File: src/rtl/y_centroid_tracker_pkg.sv
// Shared definitions for the camera-domain centroid pipeline.
// Holds the camera coordinate widths used by the mask stage, this tracker
// and the baton tracker. Also holds the default active-area geometry and
// the centroid FSM state encoding.
package y_centroid_tracker_pkg;

  localparam int H_ACTIVE_DEFAULT = 1280;
  localparam int V_ACTIVE_DEFAULT = 720;

  localparam int HCOUNT_W = 11;  // pixel column width
  localparam int VCOUNT_W = 10;  // pixel row width
  localparam int Y_COM_W  = 11;  // centroid row as handed to the baton tracker
  localparam int DROP_W   = 8;   // dropped-frame counter width

  typedef enum logic [1:0] {
    ST_IDLE,
    ST_DIVIDE,
    ST_DONE
  } state_t;

endpackage

File: src/rtl/y_centroid_tracker_if.sv
// Pixel-stream in / measurement out bundle of the y-centroid tracker.
//   valid_in, hcount_in, vcount_in, mask_in : qualified masked pixel stream
//   frame_done_in                           : one-cycle end-of-frame pulse
//   y_com_out, measure_out                  : centroid row and its update strobe
//   lost_out, busy_out, drop_count_out      : tracking status
// The master modport is the side that drives the pixels and consumes the
// result. The slave modport is the tracker itself.
interface y_centroid_tracker_if;
  import y_centroid_tracker_pkg::*;

  logic                valid_in;
  logic [HCOUNT_W-1:0] hcount_in;
  logic [VCOUNT_W-1:0] vcount_in;
  logic                mask_in;
  logic                frame_done_in;
  logic [Y_COM_W-1:0]  y_com_out;
  logic                measure_out;
  logic                lost_out;
  logic                busy_out;
  logic [DROP_W-1:0]   drop_count_out;

  modport master (
    output valid_in, hcount_in, vcount_in, mask_in, frame_done_in,
    input  y_com_out, measure_out, lost_out, busy_out, drop_count_out
  );

  modport slave (
    input  valid_in, hcount_in, vcount_in, mask_in, frame_done_in,
    output y_com_out, measure_out, lost_out, busy_out, drop_count_out
  );

endinterface

File: src/rtl/y_centroid_tracker_seq_divider.sv
// Iterative restoring divider. It produces one quotient bit per cycle, MSB first.
//   clk, rst  : clock, asynchronous active-high reset
//   start     : load dividend/divisor. Ignored while busy.
//   dividend  : DIVIDEND_W-bit numerator
//   divisor   : DIVISOR_W-bit denominator. The caller keeps this nonzero.
//   busy      : an iteration is in progress
//   done      : high during the final iteration. quotient is valid from the
//               following cycle and holds until the next start.
//   quotient  : floor(dividend / divisor)
module y_centroid_tracker_seq_divider #(
  parameter int DIVIDEND_W = 32,
  parameter int DIVISOR_W  = 21
) (
  input  logic                  clk,
  input  logic                  rst,
  input  logic                  start,
  input  logic [DIVIDEND_W-1:0] dividend,
  input  logic [DIVISOR_W-1:0]  divisor,
  output logic                  busy,
  output logic                  done,
  output logic [DIVIDEND_W-1:0] quotient
);

  localparam int IDX_W = $clog2(DIVIDEND_W);

  logic [DIVIDEND_W-1:0] dvd_q;   // remaining dividend bits, next bit at MSB
  logic [DIVISOR_W-1:0]  dvs_q;
  logic [DIVISOR_W-1:0]  rem_q;   // partial remainder, always < divisor
  logic [DIVIDEND_W-1:0] quo_q;
  logic [IDX_W-1:0]      idx_q;   // bit index being resolved
  logic                  busy_q;

  logic [DIVISOR_W:0] rem_shift;
  logic [DIVISOR_W:0] rem_diff;
  logic               fits;

  // NOTE: every always_comb output gets a default first, so no path can leave it unassigned and infer a latch.
  always_comb begin
    rem_shift = {rem_q, dvd_q[DIVIDEND_W-1]};
    rem_diff  = rem_shift - {1'b0, dvs_q};
    // The partial remainder is below the divisor before the shift, so
    // rem_shift < 2*divisor. A borrow out of the MSB therefore means the
    // divisor did not fit.
    fits      = ~rem_diff[DIVISOR_W];
  end

  // NOTE: state registers use non-blocking assignments so every flop samples pre-edge values.
  always_ff @(posedge clk or posedge rst) begin
    if (rst) begin
      dvd_q  <= '0;
      dvs_q  <= '0;
      rem_q  <= '0;
      quo_q  <= '0;
      idx_q  <= '0;
      busy_q <= 1'b0;
    end else if (start && !busy_q) begin
      dvd_q  <= dividend;
      dvs_q  <= divisor;
      rem_q  <= '0;
      quo_q  <= '0;
      idx_q  <= IDX_W'(DIVIDEND_W - 1);
      busy_q <= 1'b1;
    end else if (busy_q) begin
      dvd_q <= dvd_q << 1;
      quo_q <= {quo_q[DIVIDEND_W-2:0], fits};
      rem_q <= fits ? rem_diff[DIVISOR_W-1:0] : rem_shift[DIVISOR_W-1:0];
      if (idx_q == '0) busy_q <= 1'b0;
      else             idx_q  <= idx_q - IDX_W'(1);
    end
  end

  assign busy     = busy_q;
  assign done     = busy_q && (idx_q == '0);
  assign quotient = quo_q;

endmodule

File: src/rtl/y_centroid_tracker.sv
// Vertical centre-of-mass of the masked pixels in each camera frame.
//   clk_camera_in : camera pixel clock
//   rst_in        : asynchronous active-high reset
//   bus (slave)   : pixel stream in; y_com/measure/lost/busy/drop_count out
// Per frame, the tracker sums the rows of qualifying pixels and counts them.
// On frame_done_in it hands the closing totals to a sequential divider and
// reports floor(sum/count), clamped to the active area. Accumulation of the
// next frame starts immediately. A frame that closes while a division is
// still running is counted as dropped.
module y_centroid_tracker
  import y_centroid_tracker_pkg::*;
#(
  parameter int H_ACTIVE   = H_ACTIVE_DEFAULT,
  parameter int V_ACTIVE   = V_ACTIVE_DEFAULT,
  parameter int MIN_PIXELS = 16,
  parameter int SUM_W      = 32,
  parameter int CNT_W      = 21
) (
  input  logic          clk_camera_in,
  input  logic          rst_in,
  y_centroid_tracker_if.slave bus
);

  localparam logic [HCOUNT_W:0]  H_LIM   = (HCOUNT_W + 1)'(H_ACTIVE);
  localparam logic [VCOUNT_W:0]  V_LIM   = (VCOUNT_W + 1)'(V_ACTIVE);
  localparam logic [CNT_W-1:0]   MIN_CNT = CNT_W'(MIN_PIXELS);
  localparam logic [SUM_W-1:0]   Q_LIM   = SUM_W'(V_ACTIVE);
  localparam logic [Y_COM_W-1:0] Y_MAX   = Y_COM_W'(V_ACTIVE - 1);

  state_t               state_q;
  logic [SUM_W-1:0]     ysum_q, ysum_next;
  logic [CNT_W-1:0]     cnt_q, cnt_next;
  logic [SUM_W:0]       sum_ext;
  logic                 pix_hit;
  logic                 enough;
  logic                 div_start, div_busy, div_done;
  logic [SUM_W-1:0]     div_quotient;
  logic [Y_COM_W-1:0]   y_clamped;
  logic [Y_COM_W-1:0]   y_com_q;
  logic                 measure_q, lost_q, busy_q;
  logic [DROP_W-1:0]    drop_q;

  // The totals including this cycle's pixel. On a frame_done_in cycle this
  // value is the snapshot of the closing frame.
  always_comb begin
    pix_hit   = bus.valid_in && bus.mask_in &&
                ({1'b0, bus.hcount_in} < H_LIM) &&
                ({1'b0, bus.vcount_in} < V_LIM);
    sum_ext   = {1'b0, ysum_q} + (SUM_W + 1)'(bus.vcount_in);
    ysum_next = ysum_q;
    cnt_next  = cnt_q;
    if (pix_hit) begin
      ysum_next = sum_ext[SUM_W] ? '1 : sum_ext[SUM_W-1:0];
      cnt_next  = (&cnt_q) ? cnt_q : cnt_q + CNT_W'(1);
    end
    // A zero count is always lost, so the divider never sees a zero divisor.
    enough    = (cnt_next >= MIN_CNT) && (cnt_next != '0);
    div_start = (state_q == ST_IDLE) && bus.frame_done_in && enough;
    y_clamped = (div_quotient < Q_LIM) ? div_quotient[Y_COM_W-1:0] : Y_MAX;
  end

  y_centroid_tracker_seq_divider #(
    .DIVIDEND_W (SUM_W),
    .DIVISOR_W  (CNT_W)
  ) u_div (
    .clk      (clk_camera_in),
    .rst      (rst_in),
    .start    (div_start),
    .dividend (ysum_next),
    .divisor  (cnt_next),
    .busy     (div_busy),
    .done     (div_done),
    .quotient (div_quotient)
  );

  always_ff @(posedge clk_camera_in or posedge rst_in) begin
    if (rst_in) begin
      state_q   <= ST_IDLE;
      ysum_q    <= '0;
      cnt_q     <= '0;
      y_com_q   <= '0;
      measure_q <= 1'b0;
      lost_q    <= 1'b1;
      busy_q    <= 1'b0;
      drop_q    <= '0;
    end else begin
      measure_q <= 1'b0;

      if (bus.frame_done_in) begin
        ysum_q <= '0;
        cnt_q  <= '0;
      end else begin
        ysum_q <= ysum_next;
        cnt_q  <= cnt_next;
      end

      // Frames closing during DIVIDE or DONE are discarded here. The
      // running division is left alone.
      if (bus.frame_done_in && busy_q && !(&drop_q))
        drop_q <= drop_q + DROP_W'(1);

      case (state_q)
        ST_IDLE: begin
          if (bus.frame_done_in) begin
            if (enough) begin
              busy_q  <= 1'b1;
              state_q <= ST_DIVIDE;
            end else begin
              lost_q  <= 1'b1;
            end
          end
        end
        ST_DIVIDE: begin
          if (div_done) state_q <= ST_DONE;
        end
        ST_DONE: begin
          y_com_q   <= y_clamped;
          measure_q <= 1'b1;
          lost_q    <= 1'b0;
          busy_q    <= 1'b0;
          state_q   <= ST_IDLE;
        end
        default: state_q <= ST_IDLE;
      endcase
    end
  end

  // The divider's own busy flag is covered by busy_q, which spans DIVIDE and DONE.
  logic unused_ok;
  assign unused_ok = div_busy;

  assign bus.y_com_out      = y_com_q;
  assign bus.measure_out    = measure_q;
  assign bus.lost_out       = lost_q;
  assign bus.busy_out       = busy_q;
  assign bus.drop_count_out = drop_q;

endmodule

File: src/flat_wrapper.sv
// flat-port wrapper written by rule: the top's interface ports become plain ports
module y_centroid_tracker_flat import y_centroid_tracker_pkg::*;
#(
  parameter int H_ACTIVE   = H_ACTIVE_DEFAULT,
  parameter int V_ACTIVE   = V_ACTIVE_DEFAULT,
  parameter int MIN_PIXELS = 16,
  parameter int SUM_W      = 32,
  parameter int CNT_W      = 21
)
  (clk_camera_in, rst_in, bus_valid_in, bus_hcount_in, bus_vcount_in, bus_mask_in, bus_frame_done_in, bus_y_com_out, bus_measure_out, bus_lost_out, bus_busy_out, bus_drop_count_out);
  y_centroid_tracker_if bus_i ();
  input  logic clk_camera_in;
  input  logic rst_in;
  input wire logic [$bits(bus_i.valid_in)-1:0] bus_valid_in;
  input wire logic [$bits(bus_i.hcount_in)-1:0] bus_hcount_in;
  input wire logic [$bits(bus_i.vcount_in)-1:0] bus_vcount_in;
  input wire logic [$bits(bus_i.mask_in)-1:0] bus_mask_in;
  input wire logic [$bits(bus_i.frame_done_in)-1:0] bus_frame_done_in;
  output wire logic [$bits(bus_i.y_com_out)-1:0] bus_y_com_out;
  output wire logic [$bits(bus_i.measure_out)-1:0] bus_measure_out;
  output wire logic [$bits(bus_i.lost_out)-1:0] bus_lost_out;
  output wire logic [$bits(bus_i.busy_out)-1:0] bus_busy_out;
  output wire logic [$bits(bus_i.drop_count_out)-1:0] bus_drop_count_out;
  assign bus_i.valid_in = bus_valid_in;
  assign bus_i.hcount_in = bus_hcount_in;
  assign bus_i.vcount_in = bus_vcount_in;
  assign bus_i.mask_in = bus_mask_in;
  assign bus_i.frame_done_in = bus_frame_done_in;
  assign bus_y_com_out = bus_i.y_com_out;
  assign bus_measure_out = bus_i.measure_out;
  assign bus_lost_out = bus_i.lost_out;
  assign bus_busy_out = bus_i.busy_out;
  assign bus_drop_count_out = bus_i.drop_count_out;
  y_centroid_tracker #(.H_ACTIVE(H_ACTIVE), .V_ACTIVE(V_ACTIVE), .MIN_PIXELS(MIN_PIXELS), .SUM_W(SUM_W), .CNT_W(CNT_W)) u_core (.clk_camera_in(clk_camera_in), .rst_in(rst_in), .bus(bus_i));
endmodule
File: config.mk
export PLATFORM = sky130hd
export DESIGN_NAME = y_centroid_tracker_flat
export DESIGN_NICKNAME = d
export VERILOG_FILES = /design/src/rtl/y_centroid_tracker_pkg.sv /design/src/rtl/y_centroid_tracker_if.sv /design/src/rtl/y_centroid_tracker_seq_divider.sv /design/src/rtl/y_centroid_tracker.sv /design/src/flat_wrapper.sv
export SDC_FILE = /design/constraint.sdc
export NUM_CORES = 1
export LEC_CHECK = 0
export BUFFER_PORTS_ARGS = -buffer_cell sky130_fd_sc_hd__buf_2
export CAP_MARGIN = 25
export CELL_PAD_IN_SITES_DETAIL_PLACEMENT = 0
export CELL_PAD_IN_SITES_GLOBAL_PLACEMENT = 1
export CORE_AREA = 2 2 183 167
export DETAILED_ROUTE_END_ITERATION = 7
export DIE_AREA = 0 0 185 169
export PLACE_DENSITY_LB_ADDON = 0.2
export SETUP_SLACK_MARGIN = 0.02
export SLEW_MARGIN = 15
export SYNTH_ARGS = -nofsm -noshare
export SYNTH_HDL_FRONTEND = slang
export SYNTH_SLANG_ARGS = --single-unit
File: constraint.sdc
create_clock -name clk_camera_in -period 8.2 [get_ports clk_camera_in]
set_input_delay 0.82 -clock clk_camera_in [delete_from_list [all_inputs] [get_ports clk_camera_in]]
set_output_delay 0.82 -clock clk_camera_in [all_outputs]
set_load 0.02 [all_outputs]
==> results_dict.tcl, run 1 <==
set metrics [dict create \
    p_leak_nw 5.12 \
    synth-edff-count 0 \
    rsz0062_at_grt "false" \
    r2r_end "u_core.u_div.dvd_q[31]" \
    synth_top_family_by_area "compound AO/OA/AOI/OAI gates" \
    cts-root-buf "clkbuf_16" \
    worst_hold_slack_ps 335 \
    ios 48 \
    r2r_slack_ps 4210 \
    dpl_cell_area_mm2 0.0107 \
    slowest_delay_ps 550 \
    critPathCaptureType "flop" \
    htreeDepth 4 \
    path_cells "buf_2 > o2111ai_1 > and4b_1 > buf_4 > o21a_1 > nand4_1 > a2111oi_0 > nand2_1 > o41ai_4 > buf_12 > mux2_2 > o21ai_0" \
    hold_class "primary input to async pin" \
    drc 0 \
    num_rows 60 \
    critPathRequiredTime_ps 8550 \
    grt_overflow 0 \
    setup_viol 0 \
    netlist_instances 1078 \
    syn-cell-area_mm2 0.0102 \
    slew_headroom 0.422 \
    clock-sinks 189 \
    rr_worst_depth 11 \
    portBuffers 39 \
    powerDensity_mw_per_mm2 290 \
    nets 1154 \
    synth.top_cells.by_area "dfrtp_1, nand2_1, ha_1" \
    initial_core_util 0.346 \
    drive_above_1_share 0.0897 \
    grt_pass1_vias 7678 \
    worst_path_dominant_cell_family "compound AO/OA/AOI/OAI gates" \
    worstSetupPathType "primary input to flop" \
    cts_buffers 17 \
    ant_nets 0 \
    hpwl_um 15000 \
    post-synth-top-count-cell "dfrtp_1" \
    synth_top_cell_by_area "dfrtp_1" \
    crit_path_top_delay_cell "o41ai_4" \
    avgSynthCellArea_um2 9.45 \
    vias 7629 \
    final_core_util 0.385 \
    die_w_um 185 \
    path_buf_inv 3 \
    via_per_inst 5.06 \
    gp_congestion 0.778 \
    fin_tns_setup_ps 0 \
    antenna_found_initial 0 \
    cts.clk_slew.worst_paths_ps 80 \
    yosys-top-cells-count "dfrtp_1, nand2_1, nor2_1, o21ai_0, a21oi_1" \
    hold_viol 0 \
    max_cap_viol_count 0 \
    num_antenna_cells 0 \
    tritoncts "yes" \
    dominantRegCellSynth "dfrtp_1" \
    syn_nets 1141 \
    ys_types 69 \
    final_cell_area_mm2 0.0113 \
    netlist.area_leader.share 0.462 \
    timing.fmax_mhz 236 \
    cp_data_arrival_time_ps 4600 \
    die_area_mm2 0.0313 \
    total_power_w 0.00328 \
    grt_usage 0.159 \
    wl_per_cell_um 15.3 \
    ys_ff_latch 189 \
    yosys_warnings 0 \
    crit_cells 12 \
    synth-adder-area-share 0.0469 \
    post-cts-setup-buffer-count 0 \
    cts_hold_buf 0 \
    synth_xor_area_frac 0.0558 \
    rr_startpoint "u_core.cnt_q[0]" \
    synth_compound_area_frac 0.180 \
    worst_pin_slew_ps 865 \
    detail_route.iter0.violations 457 \
    finalCriticalPeriod_ps 4250 \
    firstDrtPassIters 4 \
    max-clock-path-buffers 2 \
    status "finished, final reports clean" \
    seq_area_frac_synth 0.465 \
    grt_pass1_wl_um 39900 \
    critical_path.max_fanout 99 \
    ctsResizeCount 0 \
    fin_worst_skew_ps 13.5 \
    finalCritPeriodShare 0.518 \
    async_flop_share 1.00 \
    cp-start-kind "primary input" \
    peakVddDrop_mv 0.170 \
    slew_viol_final 0 \
    yosys.area_share.simple 0.169 \
    core_mm2 0.0294 \
    wl_um 23100 \
    clkLatencyLatePin_ps 450 \
    areaGrowthSynthToFinish_pct 11.1 \
    muxShareOfSynthArea 0.0426 \
    grt_max_degree 132 \
    die_y_um 169 \
]
==> registers in the layout, summed over array words and instances, names as in the netlist <==
signal / flops
u_core.u_div.rem_q: 21
u_core.ysum_q: 32
u_core.u_div.busy: 1
u_core.bus.busy_out: 1
u_core.state_q: 2
u_core.bus.lost_out: 1
u_core.bus.drop_count_out: 8
u_core.u_div.dvs_q: 21
u_core.u_div.dvd_q: 32
u_core.bus.y_com_out: 11
u_core.bus.measure_out: 1
u_core.u_div.quotient: 32
u_core.cnt_q: 21
u_core.u_div.idx_q: 5
==> worst max path at each step <==
stage,slack (ps),from,end
global placement,3520,bus_vcount_in[4],u_core.u_div.dvd_q[31]
finish,3950,bus_vcount_in[4],u_core.u_div.dvd_q[31]
CTS,3930,bus_vcount_in[4],u_core.u_div.dvd_q[31]
detailed placement,3510,bus_vcount_in[4],u_core.u_div.dvd_q[31]
floorplan,2240,rst_in,u_core.bus.busy_out
global route,3730,bus_vcount_in[4],u_core.u_div.dvd_q[31]
==> layout make-up <==
cell class	instances	area [um2]
clock buffer	18	429
sequential	189	4730
inverter	46	180
timing repair buffer	49	303
clock inverter	14	130
multi-input combinational	788	5030
fill	3061	18100
tap	403	504
==> per-stage QoR <==
step,worst slack (ps),instances
finish,3950,1507
global route,3730,1507
CTS,3930,1506
detailed placement,3510,1474
global placement,3520,1474
floorplan,2240,1078
==> placed cells by master, fill, tap and decap left out, drive strengths merged, types with 4 or more instances in the layout <==
cell type,count
o2111ai,5
buf,49
clkinv,4
mux2i,40
ha,35
o22a,8
nand2,142
xor2,29
a22o,4
nor4,11
a31oi,15
o21a,11
nand3,29
nor3,15
o211ai,5
o21ai,110
and3,19
a21oi,49
xnor2,35
clkbuf,18
nor2b,21
and2,12
a311o,9
o2bb2ai,14
and4,7
nor2,78
o31ai,5
clkinvlp,4
nand4,10
inv,52
a21o,9
dfrtp,188
o22ai,12
==> report_power, final <==
part,internal (W),total [W],switching (W),leakage [nW]
Sequential,0.00111,0.00130,0.000185,2.54
Clock,0.000401,0.000808,0.000406,0.263
Combinational,0.000509,0.00117,0.000665,2.32
==> per-layer routing <==
layer / GRT usage / wire [um]
met1: 0.224 / 12100
met2: 0.249 / 10300
met5: 0 / 0
met3: 0.0256 / 405
met4: 0.0487 / 314
==> kinds of logic (layout without fill, tap and decap cells) <==
| family | Yosys count | count (layout) |
|---|---|---|
| xor gates and xnor gates | 64 | 64 |
| buffers and inverters | 101 | 127 |
| DFF | 189 | 189 |
| muxes | 43 | 43 |
| AOI/OAI and AO/OA | 283 | 283 |
| and+or+nand+nor | 361 | 361 |
| adders and majority gates | 37 | 37 |
(Power assumes the default switching activity.)
==> run 2: changes to the inputs <==
Settings changed: ABC_AREA set to 1, CORE_AREA 2 2 183 167 to 2 2 190 173, DIE_AREA 0 0 185 169 to 0 0 192 175.
Clock period 8.2 ns to 4.1 ns, I/O delays scaled along.
==> results_dict.tcl, run 2 <==
set metrics [dict create \
    syn_nets 1510 \
    async_flop_share 1.00 \
    p_seq_frac 0.330 \
    critical_path.max_fanout 44 \
    swShare 0.443 \
    max-clock-path-buffers 2 \
    synth.top_cells.by_area "dfrtp_1, nand2_1, nand3_1" \
    fin_worst_skew_ps 19.2 \
    crit_path_top_delay_cell "buf_4" \
    die_y_um 175 \
    wl_per_cell_um 14.9 \
    grt_pass1_wl_um 47900 \
    switching_power_w 0.00351 \
    num_rows 62 \
    grt_overflow 0 \
    initial_core_util 0.346 \
    setup_viol 0 \
    cp_data_arrival_time_ps 3670 \
    ctsResizeCount 0 \
    ant_nets 0 \
    worstSetupPathType "flop to flop" \
    peakVddDrop_mv 0.382 \
    path_cells "ha_1 > inv_2 > nor2_2 > nand2_2 > nor2_4 > nand2_4 > nand2_2 > nor2_1 > nand3_1 > nand2_1 > nand2_1 > nor2_1 > nand3_1 > nand2_2 > nand2_2 > buf_4 > o22ai_1" \
    netlist_instances 1447 \
    pre_cts_ws_ps 742 \
    status "finished, final reports clean" \
    cts_hold_buf 0 \
    cts.clk_slew.worst_paths_ps 80 \
    final_common_cell "nand2_1" \
    critPathRequiredTime_ps 4390 \
    antenna_found_initial 0 \
    seq_area_frac_synth 0.431 \
    yosys-top-cells-count "nand2_1, inv_1, dfrtp_1" \
    drc 0 \
    portBuffers 39 \
    ys_types 44 \
    nets 1533 \
    cts-root-buf "clkbuf_16" \
    yosys_warnings 0 \
    die_area_mm2 0.0336 \
    firstDrtPassIters 5 \
    max_cap_viol_count 0 \
    via_per_inst 4.90 \
    ys_ff_latch 189 \
    rsz0062_at_grt "false" \
    clock-sinks 189 \
    syn-cell-area_mm2 0.0110 \
    finalCriticalPeriod_ps 3370 \
    netlist.area_leader.share 0.429 \
    final_cell_area_mm2 0.0122 \
    ios 48 \
    comb_power_share 0.448 \
    regArea_mm2 0.00473 \
    avgSynthCellArea_um2 7.58 \
    vias 9310 \
    critPathCaptureType "flop" \
    worst_path_most_repeated_cell "nand2_2" \
    htreeDepth 4 \
    clkLatencyLatePin_ps 450 \
    fin_tns_setup_ps 0 \
    synth-edff-count 0 \
    num_antenna_cells 0 \
    wl_um 28300 \
    fillers 3380 \
    dominantRegCellSynth "dfrtp_1" \
    multi_input_area_mm2 0.00522 \
    powerDensity_mw_per_mm2 649 \
    total_power_w 0.00794 \
    p_clk_frac 0.222 \
    slew_viol_final 0 \
    grt_max_degree 75 \
    slew_headroom 0.434 \
    core_mm2 0.0317 \
    timing.fmax_mhz 296 \
    hpwl_um 19900 \
    dpl_cell_area_mm2 0.0116 \
    post-synth-top-count-cell "nand2_1" \
    grt_usage 0.178 \
    final_cell_mix "nand2_1, inv_1, dfrtp_1, nand3_1, nor2_1" \
    path_buf_inv 2 \
    cp-start-kind "flop" \
    synth_top_cell_by_area "dfrtp_1" \
    tritoncts "yes" \
    worst_path_dominant_cell_family "simple AND/OR/NAND/NOR gates" \
    hold_viol 0 \
    worst_hold_slack_ps 85.3 \
    worst_pin_slew_ps 848 \
    finalCritPeriodShare 0.823 \
    detail_route.iter0.violations 463 \
    p_leak_nw 5.98 \
    die_w_um 192 \
    gp_congestion 0.810 \
    slowest_delay_ps 500 \
    post-cts-setup-buffer-count 0 \
    cellInternalPower_w 0.00442 \
    fin_ws_ps 725 \
    hold_class "primary input to async pin" \
    cts_buffers 17 \
    grt_pass1_vias 9230 \
    areaGrowthSynthToFinish_pct 11.5 \
    drive_above_1_share 0.0856 \
]
-- run 2: changes by cell type in the layout (fill, tap and decap cells not counted), moves of 21 or more --
cell / change
nand2_1: +206
nor2b_1: -21
nand4_1: +35
o21ai_0: -33
nand3_1: +125
nor2_1: +51
mux2i_1: -40
inv_1: +155
-- run 2: area by class of cell --
cell class	instances	share of cell area
sequential	189	0.387
clock buffer	18	0.0359
inverter	205	0.0632
clock inverter	14	0.0146
tap	416	0.0425
timing repair buffer	57	0.0301
multi-input combinational	1000	0.427
-- run 2: path summary, 6_finish.rpt --
| path | cells after the start | slack [ps] | from | to |
|---|---|---|---|---|
| min in group clk_camera_in | 4 | 330 | bus_frame_done_in | u_core.ysum_q[17] |
| worst max register to register | 17 | 730 | u_core.cnt_q[0] | u_core.u_div.rem_q[14] |
| max in group asynchronous | 3 | 3160 | rst_in | u_core.bus.lost_out |
| worst max-delay path | 17 | 730 | u_core.cnt_q[0] | u_core.u_div.rem_q[14] |
| worst min register to register | 2 | 480 | u_core.bus.lost_out | u_core.bus.lost_out |
| worst min-delay path | 2 | 90 | rst_in | u_core.u_div.rem_q[10] |
-- run 2: metrics by stage --
stage           util  std cells
3_3_place_gp   0.367       1867
2_1_floorplan      -       1447
5_1_grt        0.387       1899
4_1_cts        0.387       1899
6_report       0.387       1899
3_5_place_dp   0.367       1867
-- run 2: kinds of logic after synthesis --
family	Yosys count	share of synthesized area
buffers and inverters	258	0.0933
AOI/OAI and AO/OA	190	0.104
muxes	1	0.00103
adders and majority gates	37	0.0436
and+or+nand+nor	723	0.288
xor gates and xnor gates	49	0.0391
DFF	189	0.431
-- run 2: layer usage --
layer  wire, um  GRT usage  share of wire  up-vias
met4        327     0.0439          0.012        0
li1           -          -              -     4781
met2      12700      0.282           0.45      106
met1      14600      0.255           0.52     4400
met3        663     0.0245          0.023       23
met5          0          0              0        -
-- run 2: power by group through the flow --
stage	sequential [W]	clock (W)	combinational, W
final	0.00262	0.00176	0.00356
after floorplan	0.00266	0	0.00269
after global placement	0.00264	0	0.00357
after CTS	0.00262	0.00181	0.00361
after detailed placement	0.00265	0	0.00358
after global routing	0.00268	0.00188	0.00409
==> run 3: changes to the inputs <==
Settings changed: ABC_AREA 1 to 0, CORE_AREA 2 2 190 173 to 2 2 183 167, DIE_AREA 0 0 192 175 to 0 0 185 169.
Clock period 4.1 ns to 3.06 ns, I/O delays scaled along.
==> results_dict.tcl, run 3 (same netlist as run 1, synthesis figures left out) <==
set metrics [dict create \
    tritoncts "yes" \
    fin_worst_skew_ps 15.8 \
    cp-start-kind "flop" \
    cts.clk_slew.worst_paths_ps 80 \
    worst_path_dominant_cell_family "simple AND/OR/NAND/NOR gates" \
    whs_path_depth 4 \
    core_mm2 0.0294 \
    cts_buffers 17 \
    die_w_um 185 \
    status "finished, violations left" \
    nets 1282 \
    cts-root-buf "clkbuf_16" \
    gp_congestion 0.769 \
    powerDensity_mw_per_mm2 762 \
    drive_above_1_share 0.235 \
    grt_max_degree 73 \
    failed_checks "negative setup slack" \
    dp_cells 1570 \
    slew_headroom 0.331 \
    wl_um 26100 \
    portBuffers 39 \
    rsz0062_at_grt "true" \
    hold_class "primary input to flop" \
    use_met3 0.0258 \
    setup_viol 87 \
    rr_worst_depth 14 \
    met1_usage 0.255 \
    path_cells "ha_4 > nand3_4 > or4_4 > o21a_4 > buf_6 > nand4_1 > xor2_1 > nand2_2 > o41ai_4 > buf_4 > buf_12 > buf_12 > nor2_1 > mux2_2" \
    gr-usage-met2 0.255 \
    finalCritPeriodShare 1.04 \
    hold_viol 0 \
    critPathCaptureType "flop" \
    grt_overflow 0 \
    final_cells 1635 \
    ant_nets 0 \
    total_power_w 0.00994 \
    slowest_delay_ps 440 \
    max-clock-path-buffers 2 \
    detail_route.iter0.violations 457 \
    slew_viol_final 0 \
    final_core_util 0.443 \
    die_y_um 169 \
    die_area_mm2 0.0313 \
    fin_ws_ps -138 \
    cp_data_arrival_time_ps 3540 \
    path_buf_inv 4 \
    worst_path_most_repeated_cell "buf_12" \
    timing.fmax_mhz 313 \
    drc 0 \
    areaGrowthSynthToFinish_pct 28.1 \
    peakVddDrop_mv 0.436 \
    grt_usage 0.169 \
    finalCriticalPeriod_ps 3200 \
    critical_path.max_fanout 6 \
    r2r_slack_ps -140 \
    grt_pass1_vias 7993 \
    final_cell_mix "dfrtp_1, nand2_1, buf_4, nor2_1, o21ai_1" \
    initial_core_util 0.346 \
    max_cap_viol_count 0 \
    grt_busiest_layer "met1" \
    firstDrtPassIters 4 \
    crit_path_top_delay_cell "or4_4" \
    num_antenna_cells 0 \
    worst_pin_slew_ps 994 \
    num_rows 60 \
    antenna_found_initial 0 \
    via_per_inst 5.02 \
    clkLatencyLatePin_ps 450 \
    ios 48 \
    p_leak_nw 6.00 \
    clock-sinks 189 \
    wl_per_cell_um 16.0 \
    vias 8212 \
    crit_cells 14 \
    hpwl_um 16800 \
    grt_pass1_wl_um 42200 \
    final_common_cell "dfrtp_1" \
    worst_hold_slack_ps 251 \
    worstSetupPathType "flop to flop" \
    critPathRequiredTime_ps 3400 \
    fillers 2864 \
    htreeDepth 4 \
]
==> run 3: where the power goes <==
part	switching [W]	internal [W]	total [W]
registers	0.000482	0.00298	0.00346
logic	0.00218	0.00192	0.00410
clock network	0.00111	0.00126	0.00238
==> run 3: final timing paths <==
path | startpoint | to
max in group asynchronous | rst_in | u_core.u_div.rem_q[16]
hold reg to reg | u_core.u_div.dvd_q[11] | u_core.u_div.dvd_q[12]
min in group asynchronous | rst_in | u_core.ysum_q[15]
setup / recovery | u_core.cnt_q[0] | u_core.u_div.dvs_q[16]
setup reg to reg | u_core.cnt_q[0] | u_core.u_div.dvs_q[16]
hold / removal | bus_vcount_in[0] | u_core.ysum_q[0]
==> run 3: area by class of cell <==
type,count,area [um2],area share
Multi-Input combinational cell,788,5400,0.414
Sequential cell,189,4740,0.363
Timing Repair Buffer,177,1610,0.123
Tap cell,403,504,0.0387
Clock buffer,18,439,0.0337
Inverter,46,176,0.0135
Clock inverter,14,175,0.0134
==> run 3: stage by stage <==
step	setup slack (ps)	setup TNS [ps]	cell area, um2
after global placement	-220	-15200	11600
after floorplan	26.9	0	10200
after detailed placement	-276	-18020	11600
after CTS	-183	-12090	12600
after global routing	-282	-17850	13000
final	-138	-5190	13000
==> run 3: layer usage <==
layer / vias up / part of all wire / wire length, um
met5: - / 0 / 0
met3: 16 / 0.016 / 415
met1: 4034 / 0.53 / 14000
met2: 48 / 0.44 / 11600
li1: 4114 / - / -
met4: 0 / 0.0082 / 215
==> run 3: worst min-delay path: cells and delay by family <==
kind                       cells  cell delay (ps)
AOI/OAI and AO/OA              1               70
adders and majority gates      1              120
buffers and inverters          1               80
and+or+nand+nor                1               90
==> run 3: what timing repair did <==
action | CTS | global route
setup endpoints to repair | 113 | 122
hold buffers | 1 | 0
hold endpoints to repair | 24 | 0
gates cloned | 3 | 9
gates resized for setup | 59 | 73
setup buffers | 17 | 8
pin swaps | 11 | 30
